**config.mk**
```make
export PLATFORM = sky130hd
export DESIGN_NAME = fx_convert_arbiter
export DESIGN_NICKNAME = d
export VERILOG_FILES = /design/src/rtl/fx_convert_arbiter.sv
export SDC_FILE = /design/constraint.sdc
export NUM_CORES = 1
export LEC_CHECK = 0
export CORE_AREA = 5 5 107 89
export DETAILED_ROUTE_END_ITERATION = 10
export DIE_AREA = 0 0 112 94
export GPL_TIMING_DRIVEN = 0
export MAX_ROUTING_LAYER = met4
export PLACE_DENSITY = 0.6
export SLEW_MARGIN = 20
export SYNTH_ARGS = -nofsm -noshare
export SYNTH_HDL_FRONTEND = slang
export SYNTH_SLANG_ARGS = --single-unit
export TNS_END_PERCENT = 20
```
**constraint.sdc**
```tcl
create_clock -name clk_i -period 3 [get_ports clk_i]
set_clock_uncertainty 0.15 [all_clocks]
set_input_delay 0.6 -clock clk_i [delete_from_list [all_inputs] [get_ports clk_i]]
set_output_delay 0.6 -clock clk_i [all_outputs]
set_load 0.1 [all_outputs]
```
**src/rtl/fx_convert_arbiter.sv**
```systemverilog
`default_nettype none
// +-----------------------------------------------------------------------------+
// | Module   : fx_convert_arbiter                                                |
// | Purpose  : round-robin arbiter feeding a two-stage fixed-point converter     |
// |            with saturation flagging and response/saturation statistics.      |
// | Revision : 1.0                                                               |
// +-----------------------------------------------------------------------------+
module fx_convert_arbiter #(
    parameter int FX_M_IN  = 4,
    parameter int FX_B_IN  = 15,
    parameter int FX_M_OUT = 2,
    parameter int FX_B_OUT = 7,
    parameter int N_REQ    = 2,
    parameter int CNT_W    = 16,
    localparam int c_ID_W  = (N_REQ > 1) ? $clog2(N_REQ) : 1
) (
    input  logic                         clk_i,
    input  logic                         rst_i,
    input  logic [N_REQ-1:0]             req_valid_i,
    output logic [N_REQ-1:0]             req_ready_o,
    input  logic [N_REQ*(1+FX_B_IN)-1:0] req_data_i,
    output logic                         resp_valid_o,
    input  logic                         resp_ready_i,
    output logic [FX_B_OUT:0]            resp_data_o,
    output logic [c_ID_W-1:0]            resp_id_o,
    output logic                         resp_sat_o,
    output logic [CNT_W-1:0]             conv_cnt_o,
    output logic [CNT_W-1:0]             sat_cnt_o
);

    localparam int c_W_IN  = FX_B_IN + 1;
    localparam int c_W_OUT = FX_B_OUT + 1;
    localparam int c_F_IN  = FX_B_IN - FX_M_IN;
    localparam int c_F_OUT = FX_B_OUT - FX_M_OUT;
    localparam int c_SHL   = (c_F_OUT >= c_F_IN) ? (c_F_OUT - c_F_IN) : 0;
    localparam int c_SHR   = (c_F_OUT <  c_F_IN) ? (c_F_IN - c_F_OUT) : 0;
    localparam int c_WIDE  = c_W_IN + c_SHL + c_W_OUT;

    generate
        if (FX_B_IN < FX_M_IN) begin : g_bad_in_fmt
            $error("fx_convert_arbiter: FX_B_IN must be >= FX_M_IN");
        end
        if (FX_B_OUT < FX_M_OUT) begin : g_bad_out_fmt
            $error("fx_convert_arbiter: FX_B_OUT must be >= FX_M_OUT");
        end
        if (N_REQ < 2 || N_REQ > 8) begin : g_bad_n_req
            $error("fx_convert_arbiter: N_REQ must be in 2..8");
        end
    endgenerate

    logic                      r_s1_valid;
    logic [c_W_IN-1:0]         r_s1_data;
    logic [c_ID_W-1:0]         r_s1_id;
    logic [c_ID_W-1:0]         r_rr_ptr;
    logic                      r_resp_valid;
    logic [c_W_OUT-1:0]        r_resp_data;
    logic [c_ID_W-1:0]         r_resp_id;
    logic                      r_resp_sat;
    logic [CNT_W-1:0]          r_conv_cnt;
    logic [CNT_W-1:0]          r_sat_cnt;

    logic                      w_stall;
    logic                      w_s1_accept;
    logic                      w_gnt_any;
    logic [c_ID_W-1:0]         w_gnt_idx;
    logic [c_W_IN-1:0]         w_gnt_data;
    logic                      w_take;
    logic [N_REQ-1:0]          w_ready;
    logic signed [c_WIDE-1:0]  w_ext;
    logic signed [c_WIDE-1:0]  w_aligned;
    logic [c_WIDE-c_W_OUT:0]   w_hi;
    logic                      w_fits;
    logic [c_W_OUT-1:0]        w_conv;

    assign w_stall     = r_resp_valid & ~resp_ready_i;
    assign w_s1_accept = ~r_s1_valid | ~w_stall;

    // Outer loop runs farthest-first so the nearest valid requester after rr_ptr wins.
    always_comb begin
        w_gnt_any  = 1'b0;
        w_gnt_idx  = '0;
        w_gnt_data = '0;
        for (int k = N_REQ; k >= 1; k--) begin
            for (int i = 0; i < N_REQ; i++) begin
                if (((int'(r_rr_ptr) + k) % N_REQ) == i && req_valid_i[i]) begin
                    w_gnt_any  = 1'b1;
                    w_gnt_idx  = c_ID_W'(i);
                    w_gnt_data = req_data_i[i*c_W_IN +: c_W_IN];
                end
            end
        end
    end

    assign w_take = w_gnt_any & w_s1_accept & ~rst_i;

    always_comb begin
        w_ready = '0;
        if (w_take) begin
            w_ready[w_gnt_idx] = 1'b1;
        end
    end

    // Sign-extend into a wide word so the alignment shift never overflows, then
    // the value fits iff every bit from the output sign upward agrees.
    assign w_ext     = signed'({{(c_WIDE-c_W_IN){r_s1_data[c_W_IN-1]}}, r_s1_data});
    assign w_aligned = (w_ext <<< c_SHL) >>> c_SHR;
    assign w_hi      = w_aligned[c_WIDE-1:c_W_OUT-1];
    assign w_fits    = (&w_hi) | ~(|w_hi);

    always_comb begin
        if (w_fits) begin
            w_conv = w_aligned[c_W_OUT-1:0];
        end else if (r_s1_data[c_W_IN-1]) begin
            w_conv = {1'b1, {FX_B_OUT{1'b0}}};
        end else begin
            w_conv = {1'b0, {FX_B_OUT{1'b1}}};
        end
    end

    always_ff @(posedge clk_i) begin
        if (rst_i) begin
            r_s1_valid   <= 1'b0;
            r_s1_data    <= '0;
            r_s1_id      <= '0;
            r_rr_ptr     <= c_ID_W'(N_REQ - 1);
            r_resp_valid <= 1'b0;
            r_resp_data  <= '0;
            r_resp_id    <= '0;
            r_resp_sat   <= 1'b0;
            r_conv_cnt   <= '0;
            r_sat_cnt    <= '0;
        end else begin
            if (r_resp_valid && resp_ready_i) begin
                r_conv_cnt <= r_conv_cnt + CNT_W'(1);
                if (r_resp_sat) begin
                    r_sat_cnt <= r_sat_cnt + CNT_W'(1);
                end
            end
            if (!w_stall) begin
                r_resp_valid <= r_s1_valid;
                if (r_s1_valid) begin
                    r_resp_data <= w_conv;
                    r_resp_id   <= r_s1_id;
                    r_resp_sat  <= ~w_fits;
                end
            end
            if (w_s1_accept) begin
                r_s1_valid <= w_take;
                if (w_take) begin
                    r_s1_data <= w_gnt_data;
                    r_s1_id   <= w_gnt_idx;
                    r_rr_ptr  <= w_gnt_idx;
                end
            end
        end
    end

    assign req_ready_o  = w_ready;
    assign resp_valid_o = r_resp_valid;
    assign resp_data_o  = r_resp_data;
    assign resp_id_o    = r_resp_id;
    assign resp_sat_o   = r_resp_sat;
    assign conv_cnt_o   = r_conv_cnt;
    assign sat_cnt_o    = r_sat_cnt;

endmodule
`default_nettype wire

```
==> impl_results.md, run 1 <==
* Outcome: complete, no violations
* Hold_buf cts at 0
* Clk slew on worst S/H paths at around 90 ps
* Design Area, Final at 0.00337 mm²
* Slowest cell on the critical path: clkdlybuf4s50_1
* Sw frac at 0.286
* Starting DRC count in detailed routing at 75
* Hpwl dp at about 4.5 mm
* Commonest cells after routing, fill and taps aside: clkdlybuf4s50_1 (65), dfxtp_1 (56), nor2_1 (41), nand2_1 (26)
* Worst-case clock buffer depth at 2
* Max Freq at around 350 MHz
* Bufs and invs on worst path at 3
* Register area share after synthesis at 0.462
* Core Util, Final at 0.406
* Drt first pass iters at 5
* Most common cell after layout, fill and taps aside: clkdlybuf4s50_1
* Hold depth at 2
* Average size of a mapped cell at 8.63 µm²
* Final #Nets at between 300 and 400
* WP data required at around 2300 ps
* Post-DP Area at 0.00325 mm²
* Worst r2r src: resp_valid_o$_SDFFE_PP0N_
* Area of the core at between 0.008 and 0.009 mm²
* Antenna violations before repair at 0
* Synth Net Count at 320
* IO Port Bufs at 67
* Routed wire length per instance at 12.5 µm
* Routed vias/inst at roughly 4.7
* Gpl congestion at roughly 0.81
* Final setup viols at 0
* Clock Power Share at 0.320
* CTS buffer count at 5
* H-tree depth at 2
* RR Endpoint: conv_cnt_o[15]$_SDFFE_PP0N_
* RSZ-0062 raised after global routing: no
* Initial Util at 0.292
* Max-slew headroom at 0.334
* Pin count of the biggest net entering global routing at 18
* Power density over the cells at roughly 460 mW/mm²
* R2R setup slack at 1130 ps
* Kind of critical path: input port to output port
* Die area at around 0.011 mm²
* Die Height at 94 µm
* Vias in the first global route at 2,096
* Setup bufs post-CTS at 0
* Synth unique cells at 37
* Routed Antenna Nets at 0
* Largest stage delay, worst path at around 530 ps
* Arrival @ worst endpoint at 2110 ps
* Clk_lat worst skew at between 300 and 400 ps
* Root Driver: clkbuf_8
* Max IR drop VDD at about 180 µV
* Post-Synthesis Cells at ~280
* Transition time of the tightest slew-check pin at around 1000 ps
* Layout cell share with drive strength beyond 1 at 0.0674
* Routed vias at 2,190
* Final hold slack at ~320 ps
* Global-route wire length before repair at ~10 mm
* Die X at around 110 µm
* Crit path launch: req_valid_i[1]
* CTS tree: done
* YS warnings at 0
* Routed WL at roughly 5.9 mm
* Combinational share of power at 0.169
* Setup tns final at 0 ps
* Top Ports at 82
* Core Rows at 30
* Hold endpoint: resp_data_o[7]$_SDFFE_PP0P_
* Gr ovfl total at 0
* Min-Delay Startpoint: resp_data_o[7]$_SDFFE_PP0P_
* Fin. Hold Viols at 0
* Max cap viols at 0
* Sw power at ~440 µW
* Crit path capture type: output port
* CP cell instances: clkdlybuf4s50_1 > a21boi_2 > buf_2 > nor3b_4 > buf_6
* Area Growth Syn to Fin at 38.7%
* Worst R2R Path Depth at 5
* Final period util at 0.955
* P_int at approximately 1.1 mW
* Total power at ~1.5 mW
* Cell family with most CP delay: buffers and inverters
* DRC violations left at 0
* Register bit count reported by yosys at 56
* Fin. max-slew vios at 0
* Leak Pwr at ~1.1 nW
* Total Routing Usage GR at 0.115
* Diodes inserted at 0
* Worst min path class: flip-flop to flip-flop
* Seq pwr share at 0.511
* Fill count at between 800 and 900
* Crit path max fanout at 10
* Startpoint Class: input port
* Clock sinks at between 50 and 60
* Synthesized area at between 0.002 and 0.0025 mm²
* Minimum clock period at approximately 2900 ps
-- final cells by class --
class                   instances  area [µm²]  area share
flip-flops and latches         56        1120       0.333
plain buffers                  17        80.1      0.0238
clock buffers                   5        68.8      0.0204
clock inverters                 3        42.5      0.0126
inverters                       4        15.0     0.00446
repair buffers                 67         667       0.198
multi-input cells             204        1230       0.366
well taps                     112         140      0.0416
-- per-layer routing --
layer,up-vias,share of wire,global-route usage
li1,1144,-,-
met3,5,0.061,0.0290
met2,61,0.42,0.170
met4,0,0.0065,0.0210
met5,-,0,-
met1,980,0.52,0.162
-- power groups by stage --
stage          combinational (mW)  sequential (mW)  clock [mW]
6_report                    0.261            0.788       0.493
5_1_grt                     0.279            0.793       0.535
4_1_cts                     0.262            0.789       0.509
3_5_place_dp                0.262            0.806           0
3_3_place_gp                0.260            0.805           0
2_1_floorplan              0.0937            0.890           0
-- flip-flops by register name, indices dropped and copies added, names as in the netlist, 8 cells and up --
name and cells:
conv_cnt_o 16, sat_cnt_o 16, r_s1_data 10, resp_data_o 8
-- metrics by stage --
stage	cells	setup slack, ps
2_1_floorplan	281	-225
3_3_place_gp	460	-1110
3_5_place_dp	460	-1110
4_1_cts	468	27.7
5_1_grt	468	12.9
6_report	468	136
-- tightest hold or removal path, cell delays in order, from the launching register on --
cell	delay (ps)
dfxtp_1	330
nand2_1	50
a21oi_1	50
-- worst max path at each step --
stage | depth (start not counted) | end | slack, ps
2_1_floorplan | 4 | req_ready_o[0] | -230
3_3_place_gp | 5 | req_ready_o[1] | -1110
3_5_place_dp | 5 | req_ready_o[1] | -1110
4_1_cts | 5 | req_ready_o[1] | 30
5_1_grt | 5 | req_ready_o[1] | 10
6_report | 5 | req_ready_o[1] | 140
-- synthesized netlist by cell type (all sizes together) --
library cell	number	area (µm²)
nor2b	5	31.3
nor3b	1	7.51
nor2	41	154
xnor2	9	78.8
a21boi	1	7.51
nand4	9	56.3
mux2i	1	10.0
dfxtp	56	1120
nand2	27	104
ha	2	25.0
or3	6	37.5
mux2	4	45.0
clkbuf	11	41.3
and4	2	17.5
o211a	1	10.0
a21oi	15	75.1
and3	4	25.0
nand3	16	92.6
a31oi	7	43.8
o21ai	6	30.0
nor4	2	18.8
xor2	10	87.6
buf	6	37.5
nand2b	2	12.5
o31ai	2	15.0
nor3	7	35.0
and2	1	6.26
nand3b	1	7.51
a32oi	10	87.6
or4	2	15.0
inv	4	15.0
a211oi	10	75.1
-- cells by family after synthesis --
kind of cell    after synthesis  share of synthesized area
mux                           5                     0.0227
xor+xnor                     19                     0.0686
compound gates               52                      0.142
fa+ha+maj                     2                     0.0103
buf+inv                      21                     0.0387
simple gates                126                      0.256
flops                        56                      0.462
-- repair_timing --
action,CTS,global route
resized for setup,14,2
pin swaps,0,0
endpoints found under the setup margin,2,1
gates cloned,0,0
(Power assumes the default switching activity.)
==> inputs of run 2 (changes only) <==
--- a/config.mk
+++ b/config.mk
@@ -6,6 +6,7 @@
 export NUM_CORES = 1
 export LEC_CHECK = 0
 export CORE_AREA = 5 5 107 89
+export CTS_CLUSTER_DIAMETER = 60
 export DETAILED_ROUTE_END_ITERATION = 10
 export DIE_AREA = 0 0 112 94
 export GPL_TIMING_DRIVEN = 0
==> results of run 2 <==
The final DEF is identical to that of run 1; final timing and power are the same.
==> inputs of run 3 (changes only) <==
--- a/config.mk
+++ b/config.mk
@@ -5,13 +5,13 @@
 export SDC_FILE = /design/constraint.sdc
 export NUM_CORES = 1
 export LEC_CHECK = 0
-export CORE_AREA = 5 5 107 89
+export CORE_AREA = 5 5 94 78
 export CTS_CLUSTER_DIAMETER = 60
 export DETAILED_ROUTE_END_ITERATION = 10
-export DIE_AREA = 0 0 112 94
+export DIE_AREA = 0 0 99 83
 export GPL_TIMING_DRIVEN = 0
 export MAX_ROUTING_LAYER = met4
-export PLACE_DENSITY = 0.6
+export PLACE_DENSITY = 0.74
 export SLEW_MARGIN = 20
 export SYNTH_ARGS = -nofsm -noshare
 export SYNTH_HDL_FRONTEND = slang
==> impl_results.md, run 3 (synthesis results as in run 1) <==
* Outcome: complete, no violations
* Drt first pass iters at 4 (-1)
* Clk slew on worst S/H paths at 90 ps (about the same)
* Commonest cells after routing, fill and taps aside: clkdlybuf4s50_1 (65), dfxtp_1 (56), nor2_1 (41), nand2_1 (26)
* Clock sinks at 56 (unchanged)
* RSZ-0062 raised after global routing: no
* Transition time of the tightest slew-check pin at 1020 ps (+26.9 ps)
* Routed wire length per instance at 13.1 µm (+4.9%)
* Gr ovfl total at 0 (unchanged)
* Final setup viols at 0 (unchanged)
* Starting DRC count in detailed routing at 120 (+60%)
* Routed vias at 2,239 (+2.2%)
* Fin. max-slew vios at 0 (unchanged)
* R2R setup slack at 1110 ps (-20 ps)
* Crit path capture type: output port
* H-tree depth at 2 (unchanged)
* Max Freq at 345 MHz (-1.2%)
* Global-route wire length before repair at 9.89 mm (-0.97%)
* Die Height at 83 µm (-12%)
* DRC violations left at 0 (unchanged)
* Fin. Hold Viols at 0 (unchanged)
* Worst-case clock buffer depth at 2 (unchanged)
* Worst min path class: flip-flop to flip-flop
* PnR worst setup slack at 100 ps (-35.7 ps)
* WP data required at 2250 ps (about the same)
* Total power at 1.46 mW (-5.1%)
* Die X at 99 µm (-12%)
* Routed vias/inst at 5.09 (+8.7%)
* Layout cell share with drive strength beyond 1 at 0.0618 (-0.00562)
* Crit path launch: req_valid_i[1]
* CTS buffer count at 5 (unchanged)
* Max cap viols at 0 (unchanged)
* Vias in the first global route at 2,094 (-0.095%)
* CTS tree: done
* Pin count of the biggest net entering global routing at 16 (-2)
* Worst Setup EP: req_ready_o[1]
* Startpoint Class: input port
* Initial Util at 0.386 (+0.0940)
* Pre-CTS setup slack at -1240 ps (-132 ps)
* Hold_buf cts at 0 (unchanged)
* Max IR drop VDD at 197 µV (+8.0%)
* Antenna violations before repair at 0 (unchanged)
* Fill count at 600 (-29%)
* Root Driver: clkbuf_8
* Worst R2R Path Depth at 5 (unchanged)
* Slowest cell on the critical path: clkdlybuf4s50_1
* Minimum clock period at 2900 ps (+35.7 ps)
* CP cell instances: clkdlybuf4s50_1 > a21boi_2 > buf_2 > nor3b_4 > buf_6
* Max-slew headroom at 0.316 (-0.0180)
* Most common cell after layout, fill and taps aside: clkdlybuf4s50_1
* Core Rows at 26 (-13%)
* Diodes inserted at 0 (unchanged)
* Final period util at 0.967 (+0.0119)
* Hpwl dp at 4.42 mm (-2.0%)
* Largest stage delay, worst path at 510 ps (-20 ps)
* Clk_lat worst skew at 300 ps (about the same)
* Crit path max fanout at 10 (unchanged)
* RR Endpoint: conv_cnt_o[15]$_SDFFE_PP0N_
* Arrival @ worst endpoint at 2150 ps (+40 ps)
* Core Util, Final at 0.527 (+0.121)
* Area Growth Syn to Fin at 36.4%
* Final #Nets at 394 (unchanged)
* Top Ports at 82 (unchanged)
* Post-DP Area at 0.00322 mm² (-1.1%)
* Worst r2r src: resp_valid_o$_SDFFE_PP0N_
* Total Routing Usage GR at 0.147 (+0.0316)
* Design Area, Final at 0.00331 mm² (-1.7%)
* Gpl congestion at 0.825 (+1.7%)
* Area of the core at 0.00628 mm² (-24%)
* IO Port Bufs at 67 (unchanged)
* Die area at 0.00822 mm² (-22%)
* Power density over the cells at 442 mW/mm² (-3.5%)
* Kind of critical path: input port to output port
* Routed Antenna Nets at 0 (unchanged)
* Leak Pwr at 1.13 nW (-0.76%)
* Routed WL at 5.77 mm (-1.4%)
## run 3: cell types whose count changed in the layout (fill, tap and decap cells not counted)
cell        change
clkbuf_1        +2
bufinv_16       -1
clkbuf_8        +1
clkinvlp_4      -1
clkinv_2        -1
## run 3: worst min path at each step
stage | from | endpoint | slack [ps] | cells after the start
finish | resp_data_o[7]$_SDFFE_PP0P_ | resp_data_o[7]$_SDFFE_PP0P_ | 310 | 2
global route | resp_data_o[7]$_SDFFE_PP0P_ | resp_data_o[7]$_SDFFE_PP0P_ | 330 | 2
CTS | resp_data_o[7]$_SDFFE_PP0P_ | resp_data_o[7]$_SDFFE_PP0P_ | 310 | 2
detailed placement | resp_data_o[7]$_SDFFE_PP0P_ | resp_data_o[7]$_SDFFE_PP0P_ | 300 | 2
global placement | resp_id_o$_SDFFE_PP0P_ | resp_id_o$_SDFFE_PP0P_ | 290 | 2
floorplan | r_s1_id$_SDFFE_PP0P_ | r_s1_id$_SDFFE_PP0P_ | 290 | 2
## run 3: area by class of cell
class	count	area [µm²]	share of cell area
well taps	84	105	0.0318
multi-input cells	204	1230	0.372
repair buffers	67	667	0.202
clock buffers	8	90.1	0.0272
inverters	4	15.0	0.00454
flip-flops and latches	56	1120	0.339
plain buffers	17	80.1	0.0242
## run 3: repair_timing
action | in CTS | in global routing
pin swaps | 0 | 0
gates resized for setup | 14 | 2
setup buffers | 0 | 0
setup endpoints to repair | 2 | 1
## run 3: metrics by stage
step                setup TNS [ps]  hold slack (ps)  std cells
global route                     0              332        440
floorplan                     -225              287        281
global placement             -2110              295        432
CTS                              0              312        440
detailed placement           -2130              299        432
finish                           0              309        440
## run 3: power by group
group	internal [mW]	leakage, nW	switching [mW]
combinational	0.0827	0.630	0.177
clock	0.189	0.0455	0.225
sequential	0.770	0.456	0.0187
## run 3: worst max-delay path: cells and delay by family
kind / cells / cell delay (ps)
compound gates: 1 / 260
buf+inv: 3 / 1040
simple gates: 1 / 250
## run 3: layer usage
metal / track usage / part of all wire
met5: - / 0
met4: 0.0409 / 0.0087
met3: 0.0360 / 0.059
met2: 0.223 / 0.43
met1: 0.195 / 0.51
